<file path="config.mk">
export PLATFORM = sky130hd
export DESIGN_NAME = alu_serial_seq_flat
export DESIGN_NICKNAME = d
export VERILOG_FILES = /design/src/rtl/alu_serial_seq_if.sv /design/src/rtl/alu_serial_seq.sv /design/src/flat_wrapper.sv
export SDC_FILE = /design/constraint.sdc
export NUM_CORES = 1
export LEC_CHECK = 0
export CAP_MARGIN = 30
export CELL_PAD_IN_SITES_DETAIL_PLACEMENT = 1
export CELL_PAD_IN_SITES_GLOBAL_PLACEMENT = 2
export CORE_MARGIN = 2
export CORE_UTILIZATION = 30
export CTS_CLUSTER_DIAMETER = 100
export CTS_CLUSTER_SIZE = 24
export DETAILED_ROUTE_END_ITERATION = 12
export GPL_TIMING_DRIVEN = 0
export PLACE_DENSITY_LB_ADDON = 0.1
export SLEW_MARGIN = 20
export SYNTH_ARGS = -nofsm -noshare
export SYNTH_HDL_FRONTEND = slang
export SYNTH_SLANG_ARGS = --single-unit
</file>
<file path="constraint.sdc">
create_clock -name clk -period 1.85 [get_ports clk]
set_input_delay 0.37 -clock clk [delete_from_list [all_inputs] [get_ports clk]]
set_output_delay 0.37 -clock clk [all_outputs]
set_load 0.02 [all_outputs]
</file>
<file path="src/rtl/alu_serial_seq_if.sv">
// Operand/result bundle of the bit-serial ALU sequencer.
// The master drives the request and operands; the slave returns status and the result.
interface alu_serial_seq_if #(
  parameter int WIDTH = 8
);
  logic             start;
  logic [2:0]       op;
  logic [WIDTH-1:0] a;
  logic [WIDTH-1:0] b;
  logic             busy;
  logic             done;
  logic [WIDTH-1:0] result;
  logic             cout;
  logic             zero;

  modport master (
    output start, op, a, b,
    input  busy, done, result, cout, zero
  );

  modport slave (
    input  start, op, a, b,
    output busy, done, result, cout, zero
  );
endinterface

</file>
<file path="src/rtl/alu_serial_seq.sv">
// Bit-serial ALU: one result bit per clock, LSB first, carry held in a flop.
// The result, cout and zero outputs only change on the edge that raises done.
module alu_serial_seq #(
  parameter int WIDTH = 8
) (
  input  logic              clk,
  input  logic              rst_n,
  alu_serial_seq_if.slave   bus
);
  localparam int CW = (WIDTH > 1) ? $clog2(WIDTH) : 1;

  typedef enum logic [1:0] {IDLE, SHIFT, DONE} state_t;

  state_t           state_q;
  logic [WIDTH-1:0] a_sh_q;
  logic [WIDTH-1:0] b_sh_q;
  logic [WIDTH-2:0] res_sh_q;
  logic [2:0]       op_q;
  logic [CW-1:0]    cnt_q;
  logic             carry_q;
  logic             busy_q;
  logic             done_q;
  logic [WIDTH-1:0] result_q;
  logic             cout_q;
  logic             zero_q;

  logic             bit_a;
  logic             bit_b;
  logic             f_bit;
  logic             carry_d;
  logic [WIDTH-1:0] res_full;
  logic             last_bit;

  assign bit_a    = a_sh_q[0];
  // Subtract uses the inverted B bit; the initial carry of 1 completes two's complement.
  assign bit_b    = (op_q == 3'b001) ? ~b_sh_q[0] : b_sh_q[0];
  assign res_full = {f_bit, res_sh_q};
  assign last_bit = (cnt_q == CW'(WIDTH - 1));

  always_comb begin
    f_bit   = 1'b0;
    carry_d = carry_q;
    case (op_q)
      3'b000, 3'b001: begin
        f_bit   = bit_a ^ bit_b ^ carry_q;
        carry_d = (bit_a & bit_b) | (bit_a & carry_q) | (bit_b & carry_q);
      end
      3'b010:  f_bit = bit_a | b_sh_q[0];
      3'b011:  f_bit = bit_a | ~b_sh_q[0];
      3'b100:  f_bit = bit_a & b_sh_q[0];
      3'b101:  f_bit = bit_a & ~b_sh_q[0];
      3'b110:  f_bit = ~bit_a;
      default: f_bit = ~b_sh_q[0];
    endcase
  end

  always_ff @(posedge clk or negedge rst_n) begin
    if (!rst_n) begin
      state_q  <= IDLE;
      a_sh_q   <= '0;
      b_sh_q   <= '0;
      res_sh_q <= '0;
      op_q     <= '0;
      cnt_q    <= '0;
      carry_q  <= 1'b0;
      busy_q   <= 1'b0;
      done_q   <= 1'b0;
      result_q <= '0;
      cout_q   <= 1'b0;
      zero_q   <= 1'b0;
    end else begin
      case (state_q)
        SHIFT: begin
          a_sh_q   <= a_sh_q >> 1;
          b_sh_q   <= b_sh_q >> 1;
          res_sh_q <= res_full[WIDTH-1:1];
          carry_q  <= carry_d;
          if (last_bit) begin
            state_q  <= DONE;
            busy_q   <= 1'b0;
            done_q   <= 1'b1;
            result_q <= res_full;
            cout_q   <= (op_q[2:1] == 2'b00) ? carry_d : op_q[0];
            zero_q   <= (res_full == '0);
          end else begin
            cnt_q <= cnt_q + CW'(1);
          end
        end
        default: begin
          done_q <= 1'b0;
          if (bus.start) begin
            state_q <= SHIFT;
            a_sh_q  <= bus.a;
            b_sh_q  <= bus.b;
            op_q    <= bus.op;
            cnt_q   <= '0;
            carry_q <= bus.op[0];
            busy_q  <= 1'b1;
          end else begin
            state_q <= IDLE;
          end
        end
      endcase
    end
  end

  assign bus.busy   = busy_q;
  assign bus.done   = done_q;
  assign bus.result = result_q;
  assign bus.cout   = cout_q;
  assign bus.zero   = zero_q;
endmodule

</file>
<file path="src/flat_wrapper.sv">
// flat-port wrapper written by rule: the top's interface ports become plain ports
module alu_serial_seq_flat 
#(
  parameter int WIDTH = 8
)
  (clk, rst_n, bus_start, bus_op, bus_a, bus_b, bus_busy, bus_done, bus_result, bus_cout, bus_zero);
  alu_serial_seq_if #(.WIDTH(WIDTH)) bus_i ();
  input  logic clk;
  input  logic rst_n;
  input wire logic [$bits(bus_i.start)-1:0] bus_start;
  input wire logic [$bits(bus_i.op)-1:0] bus_op;
  input wire logic [$bits(bus_i.a)-1:0] bus_a;
  input wire logic [$bits(bus_i.b)-1:0] bus_b;
  output wire logic [$bits(bus_i.busy)-1:0] bus_busy;
  output wire logic [$bits(bus_i.done)-1:0] bus_done;
  output wire logic [$bits(bus_i.result)-1:0] bus_result;
  output wire logic [$bits(bus_i.cout)-1:0] bus_cout;
  output wire logic [$bits(bus_i.zero)-1:0] bus_zero;
  assign bus_i.start = bus_start;
  assign bus_i.op = bus_op;
  assign bus_i.a = bus_a;
  assign bus_i.b = bus_b;
  assign bus_busy = bus_i.busy;
  assign bus_done = bus_i.done;
  assign bus_result = bus_i.result;
  assign bus_cout = bus_i.cout;
  assign bus_zero = bus_i.zero;
  alu_serial_seq #(.WIDTH(WIDTH)) u_core (.clk(clk), .rst_n(rst_n), .bus(bus_i));
endmodule
</file>
Yosys cells after proc, flatten, opt, wreduce, memory -nomap -nowiden
Cells that the tools add are included.
{"block": "totals", "ff_bits": 44, "input_bits": 22, "output_inout_bits": 12, "wordCells": 67}
{"block": "op_classes", "add_sub_neg": 1, "eq_ne": 10, "mux": 21, "n_bitwise": 14, "reduce_logical": 9}
{"cell": "$mux 8", "n": 4}
{"cell": "$eq 3x3->1 const B", "n": 4}
{"cell": "$mux 1", "n": 11}
{"cell": "$mux 3", "n": 3}
{"cell": "$logic_not 8->1", "n": 1}
{"cell": "$reduce_and 2->1", "n": 4}
{"cell": "$eq 3x2->1 const B", "n": 2}
{"cell": "$pmux 1 s6", "n": 1}
{"cell": "$and 1x1->1", "n": 5}
{"cell": "$mux 2", "n": 2}
{"cell": "$or 1x1->1", "n": 4}
{"cell": "$add 3x1->3 const B", "n": 1}
{"cell": "$eq 3x1->1 const B", "n": 1}
{"cell": "$logic_not 3->1", "n": 1}
{"cell": "$not 1->1", "n": 3}
{"cell": "$eq 2x1->1 const B", "n": 1}
{"cell": "$logic_not 2->1", "n": 1}
{"cell": "$ne 2x1->1 const B", "n": 1}
{"cell": "$ne 2x2->1 const B", "n": 1}
{"cell": "$reduce_bool 2->1", "n": 1}
{"cell": "$reduce_or 2->1", "n": 1}
{"cell": "$xor 1x1->1", "n": 2}

Depth between registers and ports, before layout
{"block": "depth", "depth_word": 7, "mapped_depth": 7, "ltp_nobuf": 7}

Least setup slack after synthesis
OpenSTA, ideal clock, no wires.
{"block": "synth_timing", "path_type": "reg-to-reg", "start": "register u_core.op_q[2]", "end": "register u_core.zero_q (netlist: u_core.bus.zero)", "setup_time_ns": 0.121, "arrival_time_ns": 1.832, "required_time_ns": 1.729, "path_slack_ns": -0.103, "path_stages_with_launch": 8, "path_buffers": 0, "period_less_slack_ns": 1.953, "cell_sequence": "dfrtp_1 -> nor2_1 -> nand2_1 -> xnor2_1 -> fa_1 -> a211oi_1 -> a221o_1 -> a22o_1"}
{"block": "synth_via", "elab_chain_len": 6, "elab_cells_between_ends": 13, "cone_classes": "eq/ne (6); mux (2); bitwise (2); reduce/logical (3)"}
{"item": "from (decl)", "line_no": "alu_serial_seq.sv:18", "source": "logic [2:0] op_q;"}
{"item": "from (signal assigned)", "line_no": "alu_serial_seq.sv:95", "source": "op_q <= bus.op;"}
{"item": "$eq 3x1->1", "line_no": "alu_serial_seq.sv:36, alu_serial_seq.sv:43"}
{"item": "$mux 1", "line_no": "alu_serial_seq.sv:36", "source": "assign bit_b = (op_q == 3'b001) ? ~b_sh_q[0] : b_sh_q[0];"}
{"item": "$xor 1x1->1 (2 in a row)", "line_no": "alu_serial_seq.sv:45", "source": "f_bit = bit_a ^ bit_b ^ carry_q;"}
{"item": "$pmux 1 s6 (*)", "line_no": "alu_serial_seq.sv:43", "source": "case (op_q)"}
{"item": "$logic_not 8->1 (*)", "line_no": "alu_serial_seq.sv:84", "source": "zero_q <= (res_full == '0);"}
{"item": "to (signal assigned)", "line_no": "alu_serial_seq.sv:84"}
{"item": "to (decl)", "line_no": "alu_serial_seq.sv:25", "source": "logic zero_q;"}
Mark *: on every way between the ends. The rest lies on a longest branch, timed or not.
A chain may end at the register's enable or synchronous reset.

Worst setup path in the final report
{"block": "layout_timing", "start": "register u_core.op_q[1]", "end": "register u_core.zero_q (netlist: u_core.bus.zero)"}
Same word-level chain as after synthesis.

==> results_dict.tcl <==
set metrics [dict create \
    synth_top_area_frac 0.574 \
    p_int_mw 2.65 \
    synthDistinctLibCells 27 \
    end_kind "register" \
    yosysWarnings 0 \
    postSynthCellCount 172 \
    port_buffers 33 \
    gp_congestion 0.755 \
    ys_seq_elements 43 \
    grt_pass1_wl_um 7960 \
    switching_share 0.355 \
    worstSkewPairLatency_ps 290 \
    grt_overflow 0 \
    hold_path_class "register to register" \
    die_y_um 83.0 \
    avgRoutedWirePerCell_um 15.3 \
    die_area_sq_um 6900 \
    totalWireLength_um 4470 \
    setup_viol 3 \
    post-route-period-util 1.07 \
    vdd_ir_drop_max_mv 0.629 \
    switchingPower_mw 1.46 \
    clock-skew-final_ps 5.32 \
    rsz0062_at_grt "yes" \
    path_max_fanout 3 \
    cts_tree "done" \
    hold_viol_final 0 \
    final_design_area_no_fill_sq_um 2510 \
    rows 28 \
    grtUsageTotal 0.142 \
    maxSlewHeadroom 0.696 \
    syn_to_final_growth_pct 33.9 \
    syn_avg_cell_area_sq_um 10.9 \
    cts_sinks 43 \
    initial_core_util 0.313 \
    synth_area_leaders "dfrtp_1, mux2i_1, nand2_1" \
    cts_root_buffer "clkbuf_8" \
    ys.flop_type "dfrtp_1" \
    dp_hpwl_um 3250 \
    num_vias 1397 \
    ant_nets 0 \
    yosysSeqAreaShare 0.574 \
    synth_area_sq_um 1870 \
    synth_edf_count 0 \
    grt_antenna_before_repair 0 \
    drive_above_1_share 0.165 \
    comb_power_share 0.390 \
    antenna_cells 0 \
    period_needed_ps 1980 \
    violations "setup timing" \
    fmax_ghz 0.504 \
    synth_async_sr_flop_share 1.00 \
    cp.arrival_ps 2170 \
    ys_top_cells_by_count "dfrtp_1, nand2_1, o21ai_0" \
    detail_route.iter0.violations 39 \
    synth_nets 197 \
    vias_per_cell 4.77 \
    ctsLongestPathBuffers 2 \
    cts-buffers-inserted 5 \
    grt_max_degree 31 \
    maxSlewViolCount 0 \
    p_leak_nw 1.16 \
    cp-start-kind "register" \
    grt_pass1_vias 1598 \
    num-nets-final 242 \
    tightest_slew_ps 456 \
    route.detailed.drc 0 \
    power_frac_clock 0.214 \
    clkTransAtPathRegs_ps 90 \
    status "finished with violations" \
    p_seq_frac 0.396 \
    dieWidth_um 83.0 \
    htree_levels 2 \
    cp.required_ps 2040 \
    timing_worst_setup_path_type "register to register" \
    setup_tns_ps -214 \
    setup_ws_ps -133 \
    core-area_sq_um 5990 \
    place_area_sq_um 2320 \
    synth.most_common_cell "dfrtp_1" \
    drv_cap 0 \
    cellPowerDensity_nw_per_um2 1640 \
    ios 34 \
    yosys.area.top_type "dfrtp_1" \
    dr.pass1.iters 4 \
]
==> routing by layer <==
layer / up-vias / routed length, um / share of wire / track usage
li1: 674 / - / - / -
met1: 696 / 2050 / 0.46 / 0.174
met2: 21 / 2230 / 0.50 / 0.245
met3: 6 / 146 / 0.033 / 0.0398
met4: 0 / 52 / 0.012 / 0.0402
met5: - / 0 / 0 / 0
==> critical path: stages (launching register included) <==
cell and delay, ps:
dfrtp_2 430, nor2_4 130, nand2_2 70, xnor2_2 140, fa_1 500, a211oi_2 70, a221o_1 330, a22o_1 200
==> area by class of cell <==
class | count | area, sq um
repair buffers | 38 | 378
flip-flops and latches | 43 | 1080
clock buffers | 5 | 68.8
plain buffers | 8 | 40.0
well taps | 75 | 93.8
multi-input cells | 118 | 772
inverters | 3 | 11.3
clock inverters | 3 | 67.6
fillers | 677 | 3480
==> state kept, by name (all words and copies together), names as in the netlist <==
name / flops
u_core.b_sh_q: 8
u_core.res_sh_q: 7
u_core.carry_q: 1
u_core.bus.result: 8
u_core.a_sh_q: 8
u_core.op_q: 3
u_core.bus.cout: 1
u_core.cnt_q: 3
u_core.bus.busy: 1
u_core.state_q: 2
u_core.bus.zero: 1
==> power groups by stage <==
stage                     Clock [mW]  Sequential, mW  Combinational (mW)
final                          0.876            1.63                1.60
after global routing           0.943            1.69                1.80
after CTS                      0.913            1.63                1.62
after detailed placement           0            1.65                1.51
after global placement             0            1.63                1.43
after floorplan                    0            1.70               0.834
==> timing repair <==
item | in CTS | in global routing
hold buffers | 1 | 0
pin swaps | 2 | 1
hold endpoints to repair | 13 | 0
resized for setup | 4 | 3
setup buffers | 3 | 0
endpoints found under the setup margin | 3 | 8
==> cells in the final DEF, fill, tap and decap left out, types with 2 or more instances in the layout <==
cell type        instances
clkbuf_8                 5
mux2i_1                 17
clkbuf_1                 2
o21ai_1                  2
buf_2                    6
bufinv_16                2
a21oi_1                  2
dfrtp_2                  2
nand3b_1                 2
mux2_2                  10
nand3_1                  3
clkdlybuf4s50_1         32
dfrtp_1                 41
o21ai_0                 18
inv_1                    3
nand2_1                 38
a22o_1                   3
buf_4                    3
nor2_1                   7
ha_1                     2
==> worst paths after layout <==
check / startpoint / endpoint / slack (ps) / cells after the start
setup / recovery: u_core.op_q[1] / u_core.bus.zero / -130 / 7
max in group asynchronous: rst_n / u_core.bus.zero / 860 / 3
min in group asynchronous: rst_n / u_core.op_q[0] / 510 / 2
hold reg to reg: u_core.a_sh_q[4] / u_core.a_sh_q[3] / 490 / 2
setup reg to reg: u_core.op_q[1] / u_core.bus.zero / -130 / 7
hold / removal: u_core.a_sh_q[4] / u_core.a_sh_q[3] / 490 / 2
==> cells by family (layout without fill, tap and decap cells) <==
| family | Yosys count | count (layout) | synth area share |
|---|---|---|---|
| buffers and inverters | 11 | 57 | 0.0260 |
| XOR/XNOR | 1 | 1 | 0.00467 |
| multiplexers | 27 | 27 | 0.151 |
| adder cells (fa/ha/maj) | 3 | 3 | 0.0240 |
| AO/OA/AOI/OAI | 27 | 27 | 0.0821 |
| flip-flops | 43 | 43 | 0.574 |
| AND/OR/NAND/NOR | 60 | 60 | 0.138 |
==> through the flow <==
| step | total power [mW] | setup WS, ps | util | instances | hold slack [ps] |
|---|---|---|---|---|---|
| 3_3_place_gp | 3.05 | -765 | 0.384 | 280 | 459 |
| 4_1_cts | 4.16 | -124 | 0.417 | 293 | 491 |
| 5_1_grt | 4.43 | -208 | 0.419 | 293 | 515 |
| 3_5_place_dp | 3.16 | -226 | 0.387 | 281 | 305 |
| 6_report | 4.10 | -133 | 0.419 | 293 | 487 |
| 2_1_floorplan | 2.54 | -48.8 | - | 172 | 74.4 |
Note: power is estimated with default switching activity, not from simulation.
